<file path="config.mk">
export PLATFORM = sky130hd
export DESIGN_NAME = multicycle_controller
export DESIGN_NICKNAME = d
export VERILOG_FILES = /design/src/rtl/multicycle_controller.sv
export SDC_FILE = /design/constraint.sdc
export NUM_CORES = 1
export LEC_CHECK = 0
export ABC_AREA = 0
export CAP_MARGIN = 20
export CORE_MARGIN = 2
export CORE_UTILIZATION = 41
export DETAILED_ROUTE_END_ITERATION = 8
export HOLD_SLACK_MARGIN = 0.08
export PLACE_DENSITY = 0.85
export SYNTH_ARGS = -nofsm -noshare
export SYNTH_HDL_FRONTEND = slang
export SYNTH_SLANG_ARGS = --single-unit
</file>
<file path="constraint.sdc">
create_clock -name clk -period 3.7 [get_ports clk]
set_clock_uncertainty 0.05 [all_clocks]
set_input_delay 0.555 -clock clk [delete_from_list [all_inputs] [get_ports clk]]
set_output_delay 0.555 -clock clk [all_outputs]
set_load 0.05 [all_outputs]
</file>
<file path="src/rtl/multicycle_controller.sv">
// Multicycle MIPS control unit: Moore FSM sequencing fetch/decode/execute/memory/writeback,
// with MemReady stalls and illegal-encoding detection (illegal instructions retire as NOPs).
module multicycle_controller #(
  parameter int ALUCTRL_W    = 3,
  parameter bit SUPPORT_ADDI = 1'b1,
  parameter bit SUPPORT_J    = 1'b1
) (
  input  logic                 clk,
  input  logic                 reset,
  input  logic [5:0]           OP,
  input  logic [5:0]           Funct,
  input  logic                 Zero,
  input  logic                 MemReady,
  output logic                 IorD,
  output logic                 MemWrite,
  output logic                 IRWrite,
  output logic                 RegDst,
  output logic                 MemtoReg,
  output logic                 RegWrite,
  output logic                 ALUSrcA,
  output logic [1:0]           ALUSrcB,
  output logic [1:0]           PCSrc,
  output logic                 PCEn,
  output logic [ALUCTRL_W-1:0] ALUControl,
  output logic                 Illegal,
  output logic [3:0]           State
);

  typedef enum logic [3:0] {
    S_FETCH    = 4'd0,
    S_DECODE   = 4'd1,
    S_MEMADR   = 4'd2,
    S_MEMREAD  = 4'd3,
    S_MEMWB    = 4'd4,
    S_MEMWRITE = 4'd5,
    S_EXECUTE  = 4'd6,
    S_ALUWB    = 4'd7,
    S_BRANCH   = 4'd8,
    S_ADDIEX   = 4'd9,
    S_ADDIWB   = 4'd10,
    S_JUMP     = 4'd11
  } state_t;

  state_t     r_state;
  state_t     w_next;
  logic       w_iord, w_memwrite, w_irwrite, w_regdst, w_memtoreg, w_regwrite;
  logic       w_alusrca, w_pcwrite, w_branch, w_illegal;
  logic [1:0] w_alusrcb, w_pcsrc, w_aluop;
  logic [2:0] w_alu;

  // Unsupported opcodes map to FETCH, which doubles as the illegal-opcode indication.
  function automatic state_t decode_next(input logic [5:0] op);
    case (op)
      6'b100011, 6'b101011: decode_next = S_MEMADR;
      6'b000000:            decode_next = S_EXECUTE;
      6'b000100:            decode_next = S_BRANCH;
      6'b001000:            decode_next = SUPPORT_ADDI ? S_ADDIEX : S_FETCH;
      6'b000010:            decode_next = SUPPORT_J ? S_JUMP : S_FETCH;
      default:              decode_next = S_FETCH;
    endcase
  endfunction

  function automatic logic funct_known(input logic [5:0] f);
    case (f)
      6'b100000, 6'b100010, 6'b100100, 6'b100101, 6'b101010: funct_known = 1'b1;
      default:                                               funct_known = 1'b0;
    endcase
  endfunction

  function automatic logic [2:0] funct_alu(input logic [5:0] f);
    case (f)
      6'b100010: funct_alu = 3'b110;
      6'b100100: funct_alu = 3'b000;
      6'b100101: funct_alu = 3'b001;
      6'b101010: funct_alu = 3'b111;
      default:   funct_alu = 3'b010;
    endcase
  endfunction

  // State register
  always_ff @(posedge clk) begin
    if (reset) begin
      r_state <= S_FETCH;
    end else begin
      r_state <= w_next;
    end
  end

  // Next-state logic
  always_comb begin
    w_next = S_FETCH;
    case (r_state)
      S_FETCH:    w_next = MemReady ? S_DECODE : S_FETCH;
      S_DECODE:   w_next = decode_next(OP);
      S_MEMADR:   w_next = (OP == 6'b100011) ? S_MEMREAD : S_MEMWRITE;
      S_MEMREAD:  w_next = MemReady ? S_MEMWB : S_MEMREAD;
      S_MEMWRITE: w_next = MemReady ? S_FETCH : S_MEMWRITE;
      S_EXECUTE:  w_next = funct_known(Funct) ? S_ALUWB : S_FETCH;
      S_ADDIEX:   w_next = S_ADDIWB;
      default:    w_next = S_FETCH;
    endcase
  end

  // Moore output decode; only FETCH (MemReady) and the illegal checks look at inputs
  always_comb begin
    w_iord     = 1'b0;
    w_memwrite = 1'b0;
    w_irwrite  = 1'b0;
    w_regdst   = 1'b0;
    w_memtoreg = 1'b0;
    w_regwrite = 1'b0;
    w_alusrca  = 1'b0;
    w_alusrcb  = 2'b00;
    w_pcsrc    = 2'b00;
    w_aluop    = 2'b00;
    w_pcwrite  = 1'b0;
    w_branch   = 1'b0;
    w_illegal  = 1'b0;
    case (r_state)
      S_FETCH: begin
        w_alusrcb = 2'b01;
        w_irwrite = MemReady;
        w_pcwrite = MemReady;
      end
      S_DECODE: begin
        w_alusrcb = 2'b11;
        w_illegal = (decode_next(OP) == S_FETCH);
      end
      S_MEMADR: begin
        w_alusrca = 1'b1;
        w_alusrcb = 2'b10;
      end
      S_MEMREAD:  w_iord = 1'b1;
      S_MEMWB: begin
        w_memtoreg = 1'b1;
        w_regwrite = 1'b1;
      end
      S_MEMWRITE: begin
        w_iord     = 1'b1;
        w_memwrite = 1'b1;
      end
      S_EXECUTE: begin
        w_alusrca = 1'b1;
        w_aluop   = 2'b10;
        w_illegal = ~funct_known(Funct);
      end
      S_ALUWB: begin
        w_regdst   = 1'b1;
        w_regwrite = 1'b1;
      end
      S_BRANCH: begin
        w_alusrca = 1'b1;
        w_aluop   = 2'b01;
        w_pcsrc   = 2'b01;
        w_branch  = 1'b1;
      end
      S_ADDIEX: begin
        w_alusrca = 1'b1;
        w_alusrcb = 2'b10;
      end
      S_ADDIWB:   w_regwrite = 1'b1;
      S_JUMP: begin
        w_pcsrc   = 2'b10;
        w_pcwrite = 1'b1;
      end
      default:    w_iord = 1'b0;
    endcase
  end

  // ALU control from ALUOp and Funct
  always_comb begin
    w_alu = 3'b010;
    case (w_aluop)
      2'b01:   w_alu = 3'b110;
      2'b10:   w_alu = funct_alu(Funct);
      default: w_alu = 3'b010;
    endcase
  end

  // Write enables are suppressed while reset is sampled so an abandoned instruction cannot commit.
  assign IorD       = w_iord;
  assign MemWrite   = w_memwrite & ~reset;
  assign IRWrite    = w_irwrite & ~reset;
  assign RegDst     = w_regdst;
  assign MemtoReg   = w_memtoreg;
  assign RegWrite   = w_regwrite & ~reset;
  assign ALUSrcA    = w_alusrca;
  assign ALUSrcB    = w_alusrcb;
  assign PCSrc      = w_pcsrc;
  assign PCEn       = (w_pcwrite | (w_branch & Zero)) & ~reset;
  assign ALUControl = ALUCTRL_W'(w_alu);
  assign Illegal    = w_illegal & ~reset;
  assign State      = r_state;

endmodule

</file>
==> results.json <==
{
  "synth_top_family_by_area": "simple AND/OR/NAND/NOR gates",
  "start_util_pct": 43.4,
  "fin_nets": 154,
  "htreeDepth": 1,
  "core_area_um2": 1490,
  "arrival_ns": 2.64,
  "track_usage_pct": 19.3,
  "clkTransAtPathRegs_ns": 0.03,
  "clkSinkCount": 4,
  "crit_type": "in2out",
  "grt_max_degree": 16,
  "ff2ff_setup_slack_ns": 1.92,
  "synth_cell_type_count": 46,
  "antenna_cells": 0,
  "drive_above_1_share_pct": 9.02,
  "cp.required_ns": 3.09,
  "yosys_warnings": 0,
  "largest_reg_flops": 4,
  "cts_tree": "done",
  "finalCriticalPeriod_ns": 3.24,
  "cts_resized": 0,
  "finalSetupViolCount": 0,
  "holdPathEnd": "State[3]$_SDFF_PP0_",
  "cts_hold_buf": 0,
  "syn_area_um2": 646,
  "dr.pass1.iters": 4,
  "dp_hpwl_um": 1520,
  "hold_viol": 0,
  "async_flop_share_pct": 0,
  "irDropWorstVdd_mv": 0.233,
  "io_pins": 36,
  "outcome": "finished, final reports clean",
  "rows": 14,
  "timing.rr.start": "State[0]$_SDFF_PP0_",
  "gp_congestion": 0.952,
  "yosysTopAreaCellShare_pct": 12.4,
  "insertion_delay_ns": 0.22,
  "drv_slew": 0,
  "timing.hold.ws_ns": 0.589,
  "critPathCaptureType": "output port",
  "synth-main-ff-cell": "dfxtp_1",
  "portBuffers": 35,
  "antenna_found_initial": 0,
  "synthAdderAreaFrac_pct": 5.81,
  "final.setup.tns_ns": 0,
  "drc": 0,
  "vias": 830,
  "synth_edf_count": 0,
  "fillers": 131,
  "synth_area_leader_cell": "dfxtp_1",
  "max-cap-violations": 0,
  "p_leak_nw": 0.379,
  "netlist_instances": 95,
  "avgRoutedWirePerCell_um": 12.3,
  "synth.most_common_cell": "nor3_1",
  "synth_compound_gate_area_share_pct": 27.3,
  "grt_setup_unrepaired": "no",
  "gr-total-overflow": 0,
  "avgSynthCellArea_um2": 6.80,
  "ys_seq_area_share_pct": 12.4,
  "drtAntennaViolNets": 0,
  "power.density_nw_per_um2": 157,
  "hold_start": "State[2]$_SDFF_PP0_",
  "ys_ff_latch": 4,
  "cts_buffer_depth": 2,
  "synth_common_cells": "11 x nor3_1, 9 x nor2_1, 7 x nand2b_1, 6 x a21oi_1, 6 x nand2_1",
  "holdPathStages": 2,
  "r2r_cells": 4,
  "synthMuxAreaShare_pct": 1.74,
  "hold_path.class": "reg2reg",
  "post_cts_buffers": 0,
  "period_share_pct": 87.7,
  "worstReg2RegEnd": "State[2]$_SDFF_PP0_",
  "die_h_um": 43.7,
  "synthTopCellsByArea": "dfxtp_1 12%, nor3_1 8.5%, nand2b_1 6.8%",
  "cts_made_buffers": 3,
  "grt_pass1_vias": 749,
  "drt-total-wl_um": 1840,
  "die-width_um": 43.7,
  "grt_first_pass_wirelength_um": 2990,
  "synth_xor_area_share_pct": 4.07,
  "path_max_fanout": 4,
  "synth_nets": 114,
  "worst_slew_pin_slew_ns": 0.507,
  "cts_root_buf": "clkbuf_4",
  "synth-simple-area-share_pct": 44.4,
  "drt_iter0_drc": 16,
  "via_per_inst": 5.57,
  "areaGrowthSynthToFinish_pct": 63.0,
  "fmax_mhz": 308,
  "startpoint_type": "input pin",
  "dieArea_um2": 1910,
  "relSlewSlack_pct": 66.1
}
## cells in the final DEF (no fill, tap or decap), drive strengths merged, types with 3 or more instances in the layout
cell type      netlist  final
clkbuf               2      3
ha                   3      3
a21oi                6      6
buf                  2      4
o21ai                4      4
dfxtp                4      4
inv                  3      3
nand2b               7      7
nor2b                3      3
nor3                11     11
clkdlybuf4s50        0     35
nand2                6      6
nor2                10     10
## worst max-delay path by stage
stage	start	slack [ns]	depth (start not counted)	end
after global placement	Funct[1]	0.49	6	Illegal
after CTS	Funct[1]	0.46	6	Illegal
after global routing	Funct[1]	0.40	6	Illegal
final	Funct[1]	0.46	6	Illegal
after detailed placement	Funct[1]	0.48	6	Illegal
after floorplan	State[2]$_SDFF_PP0_	0.40	5	ALUControl[0]
## cells by family after synthesis
kind of cell	count (synthesis)
flops	4
compound gates	25
xor+xnor	3
simple gates	52
mux	1
fa+ha+maj	3
buf+inv	7
## routing by layer
layer	GRT usage [%]	vias up	share of wire, %
li1	-	429	-
met1	27.6	384	47
met2	31.8	17	49
met3	1.67	0	3.5
met4	3.64	0	0
met5	0	-	0
## power breakdown
| part | leakage, nW | total (mW) | switching [mW] | internal (mW) |
|---|---|---|---|---|
| clock network | 0.0138 | 0.0494 | 0.0134 | 0.0360 |
| registers | 0.0325 | 0.0472 | 0.00284 | 0.0443 |
| logic | 0.333 | 0.0686 | 0.0357 | 0.0329 |
## metrics by stage
stage | area [um^2] | cells | util (%) | total power, mW | setup slack [ns]
final | 1050 | 149 | 70.7 | 0.165 | 0.455
after global routing | 1050 | 149 | 70.7 | 0.175 | 0.401
after CTS | 1050 | 149 | 70.7 | 0.167 | 0.463
after detailed placement | 1030 | 146 | 69.2 | 0.116 | 0.477
after global placement | 1030 | 146 | 69.2 | 0.115 | 0.487
after floorplan | 646 | 95 | - | 0.0830 | 0.399
## cell type report
type	count	area, um^2	area share, %
Multi-Input combinational cell	84	538	51.1
Timing Repair Buffer	39	380	36.1
Sequential cell	4	80.1	7.61
Clock buffer	3	22.5	2.14
Tap cell	16	20.0	1.90
Inverter	3	11.3	1.07
## worst max-delay path: stages
cell	delay, ns
clkdlybuf4s50_1	0.53
nor2b_1	0.08
o221a_2	0.27
or3_1	0.30
o31ai_1	0.07
clkdlybuf4s50_1	0.84
No activity file was read; power rests on OpenSTA's default activity.
